<file path="src/rtl/param_counter.sv">
// Modulo-(MAX_VAL+1) up/down counter with enable prescaler, clear/load, wrap or one-shot mode.
// Latency: counter, tc, done and wrapped are registered and update on the step edge itself.
// Backpressure: none; en freezes prescaler and counter in place, preserving the prescale phase.
module param_counter #(
  parameter int WIDTH     = 4,
  parameter int MAX_VAL   = 15,
  parameter int PRESCALE  = 1,
  parameter int RESET_VAL = 0
) (
  input  logic             clk,
  input  logic             rst,
  input  logic             en,
  input  logic             up,
  input  logic             oneshot,
  input  logic             clr,
  input  logic             load,
  input  logic [WIDTH-1:0] load_val,
  output logic [WIDTH-1:0] counter,
  output logic             tc,
  output logic             done,
  output logic             wrapped
);

  // Parameter sanity: a bad configuration must stop elaboration, not silently misbehave.
  if (WIDTH < 1) begin : g_bad_width
    $error("param_counter: WIDTH must be at least 1");
  end
  if (MAX_VAL < 1 || longint'(MAX_VAL) > ((64'd1 << WIDTH) - 64'd1)) begin : g_bad_max
    $error("param_counter: MAX_VAL must be in 1 .. 2**WIDTH-1");
  end
  if (PRESCALE < 1) begin : g_bad_prescale
    $error("param_counter: PRESCALE must be at least 1");
  end
  if (RESET_VAL < 0 || RESET_VAL > MAX_VAL) begin : g_bad_reset
    $error("param_counter: RESET_VAL must be in 0 .. MAX_VAL");
  end

  localparam int               PW      = (PRESCALE > 1) ? $clog2(PRESCALE) : 1;
  localparam logic [WIDTH-1:0] MAX_C   = WIDTH'(MAX_VAL);
  localparam logic [WIDTH-1:0] RST_C   = WIDTH'(RESET_VAL);
  localparam logic [WIDTH-1:0] ONE_C   = WIDTH'(1);
  localparam logic [PW-1:0]    PS_LAST = PW'(PRESCALE - 1);

  logic [PW-1:0]    psc_q, psc_d;
  logic [WIDTH-1:0] cnt_q, cnt_d;
  logic             tc_q, tc_d;
  logic             done_q, done_d;
  logic             wrap_q, wrap_d;
  logic             step;

  // A count step happens on the last enabled cycle of each prescale period.
  assign step = en && (psc_q == PS_LAST);

  // Next-state: clr beats load beats step; tc is a single-edge pulse by default.
  always_comb begin
    psc_d  = psc_q;
    cnt_d  = cnt_q;
    tc_d   = 1'b0;
    done_d = done_q;
    wrap_d = wrap_q;
    if (clr) begin
      psc_d  = '0;
      cnt_d  = RST_C;
      done_d = 1'b0;
      wrap_d = 1'b0;
    end else if (load) begin
      psc_d  = '0;
      cnt_d  = (load_val > MAX_C) ? MAX_C : load_val;
      done_d = 1'b0;
    end else begin
      if (en) begin
        psc_d = step ? '0 : psc_q + PW'(1);
      end
      if (step) begin
        if (oneshot) begin
          // One-shot: stop at the end value; a step from the end value just latches done.
          if (!done_q) begin
            if (up) begin
              if (cnt_q == MAX_C) begin
                done_d = 1'b1;
                tc_d   = 1'b1;
              end else begin
                cnt_d = cnt_q + ONE_C;
                if (cnt_q == MAX_C - ONE_C) begin
                  done_d = 1'b1;
                  tc_d   = 1'b1;
                end
              end
            end else begin
              if (cnt_q == '0) begin
                done_d = 1'b1;
                tc_d   = 1'b1;
              end else begin
                cnt_d = cnt_q - ONE_C;
                if (cnt_q == ONE_C) begin
                  done_d = 1'b1;
                  tc_d   = 1'b1;
                end
              end
            end
          end
        end else begin
          // Wrap mode: modulo MAX_VAL+1, terminal event on the wrap edge.
          if (up) begin
            if (cnt_q == MAX_C) begin
              cnt_d  = '0;
              tc_d   = 1'b1;
              wrap_d = 1'b1;
            end else begin
              cnt_d = cnt_q + ONE_C;
            end
          end else begin
            if (cnt_q == '0) begin
              cnt_d  = MAX_C;
              tc_d   = 1'b1;
              wrap_d = 1'b1;
            end else begin
              cnt_d = cnt_q - ONE_C;
            end
          end
        end
      end
    end
  end

  // State registers with asynchronous reset to the idle state.
  always_ff @(posedge clk or posedge rst) begin
    if (rst) begin
      psc_q  <= '0;
      cnt_q  <= RST_C;
      tc_q   <= 1'b0;
      done_q <= 1'b0;
      wrap_q <= 1'b0;
    end else begin
      psc_q  <= psc_d;
      cnt_q  <= cnt_d;
      tc_q   <= tc_d;
      done_q <= done_d;
      wrap_q <= wrap_d;
    end
  end

  assign counter = cnt_q;
  assign tc      = tc_q;
  assign done    = done_q;
  assign wrapped = wrap_q;

endmodule

</file>
<file path="config.mk">
export PLATFORM = sky130hd
export DESIGN_NAME = param_counter
export DESIGN_NICKNAME = d
export VERILOG_FILES = /design/src/rtl/param_counter.sv
export SDC_FILE = /design/constraint.sdc
export NUM_CORES = 1
export LEC_CHECK = 0
export CAP_MARGIN = 0
export CORE_MARGIN = 8
export CORE_UTILIZATION = 49
export DETAILED_ROUTE_END_ITERATION = 6
export PLACE_DENSITY = 0.86
export SLEW_MARGIN = 20
export SYNTH_ARGS = -nofsm -noshare
export SYNTH_HDL_FRONTEND = slang
export SYNTH_SLANG_ARGS = --single-unit
</file>
<file path="constraint.sdc">
create_clock -name clk -period 4.9 [get_ports clk]
set_clock_uncertainty 0.1 [all_clocks]
set_input_delay 1.225 -clock clk [delete_from_list [all_inputs] [get_ports clk]]
set_output_delay 1.225 -clock clk [all_outputs]
set_load 0.02 [all_outputs]
</file>
==> results of run 1 <==
-- worst max-delay path: stages --
cell             delay (ns)
clkdlybuf4s50_1        0.60
and4_1                 0.32
nor4_2                 0.33
or2_4                  0.22
mux2_4                 0.29
-- Yosys cell counts (2+ instances only) --
master   count
dfrtp_1      8
inv_1        5
o21ai_0      5
ha_1         4
nand2_1      4
nor2_1       4
buf_6        3
a21oi_1      2
a32o_1       2
nand4_1      2
nor2b_1      2
nor4_1       2
or2_2        2
-- worst min-delay path by stage --
| stage | end | cells past startpoint |
|---|---|---|
| floorplan | psc_q | 1 |
| global placement | wrapped | 1 |
| detailed placement | wrapped | 1 |
| CTS | wrapped | 1 |
| global route | wrapped | 1 |
| finish | wrapped | 1 |
-- cell type report --
| type | count | area share |
|---|---|---|
| inverters | 5 | 0.0226 |
| well taps | 15 | 0.0226 |
| flip-flops and latches | 8 | 0.241 |
| repair buffers | 17 | 0.205 |
| clock buffers | 3 | 0.0271 |
| multi-input cells | 52 | 0.483 |
-- metal layers --
metal,vias to the layer above,wire (microns),GRT usage,share of wire
met1,303,671,0.151,0.41
met2,12,895,0.237,0.54
met4,0,0,0.0259,0
li1,295,-,-,-
met3,0,76,0.0511,0.046
met5,-,0,0,0
-- power groups by stage --
stage               combinational [uW]  sequential [uW]  clock (uW)
floorplan                         46.2             84.9           0
global placement                  68.5             84.7           0
finish                            70.4             84.5        50.5
detailed placement                70.2             85.4           0
global route                      77.6             86.2        54.9
CTS                               71.1             84.3        52.6
-- flip-flops by register name, indices dropped and copies added (netlist names) --
| name | flops |
|---|---|
| wrapped | 1 |
| done | 1 |
| psc_q | 1 |
| counter | 4 |
| tc | 1 |
-- per-stage QoR --
step	area [sq um]	util	total power, uW	hold slack, ns	cells
after floorplan	654	-	131	0.427	68
after global placement	810	0.638	153	0.380	97
after detailed placement	810	0.638	156	0.386	97
after CTS	832	0.656	208	0.398	100
after global routing	832	0.656	219	0.419	100
final	832	0.656	205	0.394	100
-- cells by family after synthesis --
group	count (synthesis)
compound gates	22
fa+ha+maj	4
buf+inv	8
flops	8
mux	2
simple gates	24
==> results_dict.tcl, run 1 <==
set metrics [dict create \
    drt_iter0_drc 24 \
    ant_nets 0 \
    grt_antenna_before_repair 0 \
    grt_start_max_net_pins 14 \
    total_leakage_power_uw 0.000342 \
    crit_type "in2reg" \
    numCtsBuffers 3 \
    intPower_uw 136 \
    root_buffer "clkbuf_4" \
    cts.repair.resized 0 \
    muxShareOfSynthArea 0.0402 \
    hold_path_class "reg2reg" \
    n_antenna_cell 0 \
    vdd_ir_drop_max_uv 175 \
    viasPerCell 6.10 \
    fin_nets 102 \
    layout_commonest_cell "clkdlybuf4s50_1" \
    start_kind "primary input" \
    cts.clk_slew.worst_paths_ns 0.06 \
    min-delay-start "wrapped" \
    port_buffers 17 \
    worst-path-max-fanout 10 \
    outcome "finished, final reports clean" \
    synth.avg_cell_area_sq_um 9.62 \
    clkLatencyLatePin_ns 0.26 \
    min_period_over_period 0.601 \
    pre_cts_ws_ns 1.70 \
    die_h_microns 52.5 \
    syn-num-nets 83 \
    synth-simple-area-share 0.250 \
    synth_top_family_by_area "simple AND/OR/NAND/NOR gates" \
    overflow 0 \
    multi_input_area_sq_um 402 \
    ys.warnings.count 0 \
    p_per_area_mw_per_mm2 247 \
    die_area_sq_mm 0.00276 \
    setup_tns_ns 0 \
    synth-compound-area-share 0.247 \
    switching_share 0.336 \
    clk_path_buf_depth 2 \
    final_cell_mix "clkdlybuf4s50_1 (17), dfrtp_1 (8), o21ai_0 (5), inv_1 (5)" \
    async_flop_share 1.00 \
    endpoint "counter[3]" \
    synth_cell_types 36 \
    syn_inst 68 \
    max_freq_mhz 339 \
    tightestPinTransition_ns 0.473 \
    synth_adder_area_share 0.0765 \
    synth_area_leaders "dfrtp_1 (31%), ha_1 (7.6%), buf_6 (5.2%)" \
    slew_viol_final 0 \
    core_sq_mm 0.00127 \
    power.switching_uw 69.0 \
    start_util 0.516 \
    drive_gt1_frac 0.153 \
    fp.dieW_microns 52.5 \
    final.setup.worst_slack_ns 1.95 \
    seq_area_frac_synth 0.306 \
    first_global_vias 614 \
    cts_tree "done" \
    num_rows 13 \
    synth.largest_area_cell "dfrtp_1" \
    slew-limit-headroom 0.685 \
    r2r-end "counter[3]" \
    wl_mm 1.64 \
    synth_xor_xnor_area_share 0 \
    firstDrtPassIters 4 \
    r2r_cells 5 \
    maxCapViolCount 0 \
    clock-sinks 8 \
    synth.cell_area_sq_um 654 \
    post_cts_buffers 0 \
    crit_arrival_ns 2.99 \
    rsz0062_at_grt "false" \
    ys.flop_type "dfrtp_1" \
    synth_largest_type_area_fraction 0.306 \
    num_vias 610 \
    synth_edf_count 0 \
    regArea_sq_um 200 \
    clock_power_share 0.246 \
    gp_congestion 0.846 \
    htree_num_levels 1 \
    holdBufCountCts 0 \
    min_period_ns 2.95 \
    fillerInstances 109 \
    ios 18 \
    wl_per_cell_microns 16.4 \
    grt_pass1_wl_mm 2.82 \
    sequentialPowerShare 0.411 \
    areaGrowthSynthToFinish_pct 27.2 \
    dp_hpwl_mm 1.27 \
    setup_viol 0 \
    critPathCaptureType "flip-flop" \
    hold_viol_final 0 \
    setup.worst_path.start "up" \
    synth-seq-cells 8 \
    grt_use_total 0.135 \
    pwr-share-comb 0.343 \
    reg2reg_from "counter[0]" \
    reg2reg_slack_ns 2.82 \
    critPathRequiredTime_ns 4.95 \
    drcViolationCount 0 \
]
(Power assumes the default switching activity.)
==> inputs of run 2 (changes only) <==
--- a/config.mk
+++ b/config.mk
@@ -7,9 +7,9 @@
 export LEC_CHECK = 0
 export CAP_MARGIN = 0
 export CORE_MARGIN = 8
-export CORE_UTILIZATION = 49
+export CORE_UTILIZATION = 46
 export DETAILED_ROUTE_END_ITERATION = 6
-export PLACE_DENSITY = 0.86
+export PLACE_DENSITY = 0.82
 export SLEW_MARGIN = 20
 export SYNTH_ARGS = -nofsm -noshare
 export SYNTH_HDL_FRONTEND = slang
==> constraint.sdc (replaced) <==
create_clock -name clk -period 3 [get_ports clk]
set_clock_uncertainty 0.1 [all_clocks]
set_input_delay 0.75 -clock clk [delete_from_list [all_inputs] [get_ports clk]]
set_output_delay 0.75 -clock clk [all_outputs]
set_load 0.02 [all_outputs]
==> run 2 against run 1 <==
Against the previous run:
- total power increased by 64%
- highest routed layer is now met4
- worst setup slack lost 1.4 ns
- critical endpoint is now counter[2]
- sequential power grew 63%
- first-iteration DRC count stayed put
==> results_dict.tcl, run 2 (synthesis results as in run 1) <==
set metrics [dict create \
    outcome "finished, final reports clean" \
    core_sq_mm 0.00132 \
    slew-limit-headroom 0.692 \
    reg2reg_from "counter[0]" \
    viasPerCell 6.04 \
    final_cell_mix "clkdlybuf4s50_1 (17), dfrtp_1 (8), o21ai_0 (5), inv_1 (5)" \
    areaGrowthSynthToFinish_pct 28.3 \
    endpoint "counter[2]" \
    holdBufCountCts 0 \
    critPathSlowestCell "clkdlybuf4s50_1" \
    hold_viol_final 0 \
    grt_use_total 0.127 \
    port_buffers 17 \
    fillerInstances 98 \
    die_area_sq_mm 0.00289 \
    grt_pass1_wl_mm 2.76 \
    clk_path_buf_depth 2 \
    vdd_ir_drop_max_uv 300 \
    post_cts_buffers 0 \
    cts_tree "done" \
    drive_gt1_frac 0.163 \
    htree_num_levels 1 \
    cts.repair.resized 0 \
    first_global_vias 602 \
    drt_iter0_drc 24 \
    crit_cells 1 \
    worst-path-max-fanout 13 \
    dp_hpwl_mm 1.23 \
    numCtsBuffers 3 \
    setup.worst_path.start "counter[2]" \
    r2r-end "counter[3]" \
    reg2reg_slack_ns 0.83 \
    crit_buf_inv 1 \
    drcViolationCount 0 \
    wl_per_cell_microns 15.8 \
    overflow 0 \
    cts.clk_slew.worst_paths_ns 0.05 \
    start_kind "flip-flop" \
    wl_mm 1.59 \
    layout_commonest_cell "clkdlybuf4s50_1" \
    hold_path_class "reg2reg" \
    critPathMaxStageDelay_ns 0.70 \
    critPathCaptureType "output pin" \
    rsz0062_at_grt "false" \
    maxCapViolCount 0 \
    grt_antenna_before_repair 0 \
    grt_start_max_net_pins 14 \
    fin_area_sq_um 840 \
    cp_top_family "buffers and inverters" \
    root_buffer "clkbuf_4" \
    critPathRequiredTime_ns 2.15 \
    multi_input_area_sq_um 402 \
    fp.dieW_microns 53.7 \
    p_per_area_mw_per_mm2 400 \
    num_vias 610 \
    regArea_sq_um 200 \
    clock-sinks 8 \
    cp_cell_sequence "clkdlybuf4s50_1" \
    setup_tns_ns 0 \
    r2r_cells 5 \
    die_h_microns 53.7 \
    ant_nets 0 \
    slew_viol_final 0 \
    clkLatencyLatePin_ns 0.26 \
    finish.utilization 0.637 \
    dpl_cell_area_sq_um 817 \
    tightestPinTransition_ns 0.462 \
    ios 18 \
    start_util 0.497 \
    crit_type "reg2out" \
    num_rows 13 \
    n_antenna_cell 0 \
    gp_congestion 0.852 \
    crit_arrival_ns 1.57 \
    max_freq_mhz 413 \
    setup_viol 0 \
    fin_nets 103 \
    min_period_ns 2.42 \
    min_period_over_period 0.807 \
    total_leakage_power_uw 0.000346 \
    firstDrtPassIters 4 \
    largest_reg_flops 4 \
]
## run 2: cell types whose count changed in the layout (fill, tap and decap cells not counted), sizes merged
cell and change:
buf +1
## run 2: per-stage QoR
stage / total power, uW / cells / setup slack [ns] / hold slack (ns)
3_5_place_dp: 255 / 98 / 0.482 / 0.385
5_1_grt: 357 / 101 / 0.516 / 0.416
6_report: 336 / 101 / 0.578 / 0.392
2_1_floorplan: 214 / 68 / 0.936 / 0.427
3_3_place_gp: 252 / 98 / 0.547 / 0.383
4_1_cts: 339 / 101 / 0.578 / 0.397
## run 2: metal layers
layer  global-route usage  part of all wire
met5                    0                 0
met4               0.0462             0.014
met3               0.0523             0.066
met2                0.191              0.50
met1                0.157              0.42
## run 2: report_power, final
part	internal, uW	switching [uW]	leakage (uW)	total, uW
Sequential	116	22.3	0.000107	138
Clock	45.7	35.9	0.0000138	81.6
Combinational	62.5	54.3	0.000225	117
## run 2: final cells by class
cell class | instances | share of cell area
inverters | 5 | 0.0224
clock buffers | 3 | 0.0268
well taps | 15 | 0.0224
flip-flops and latches | 8 | 0.238
repair buffers | 18 | 0.212
multi-input cells | 52 | 0.478
## run 2: worst min path at each step
stage | startpoint | end | cells past startpoint | slack (ns)
3_5_place_dp | wrapped | wrapped | 1 | 0.39
2_1_floorplan | psc_q | psc_q | 1 | 0.43
3_3_place_gp | wrapped | wrapped | 1 | 0.38
4_1_cts | wrapped | wrapped | 1 | 0.40
5_1_grt | wrapped | wrapped | 1 | 0.42
6_report | wrapped | wrapped | 1 | 0.39
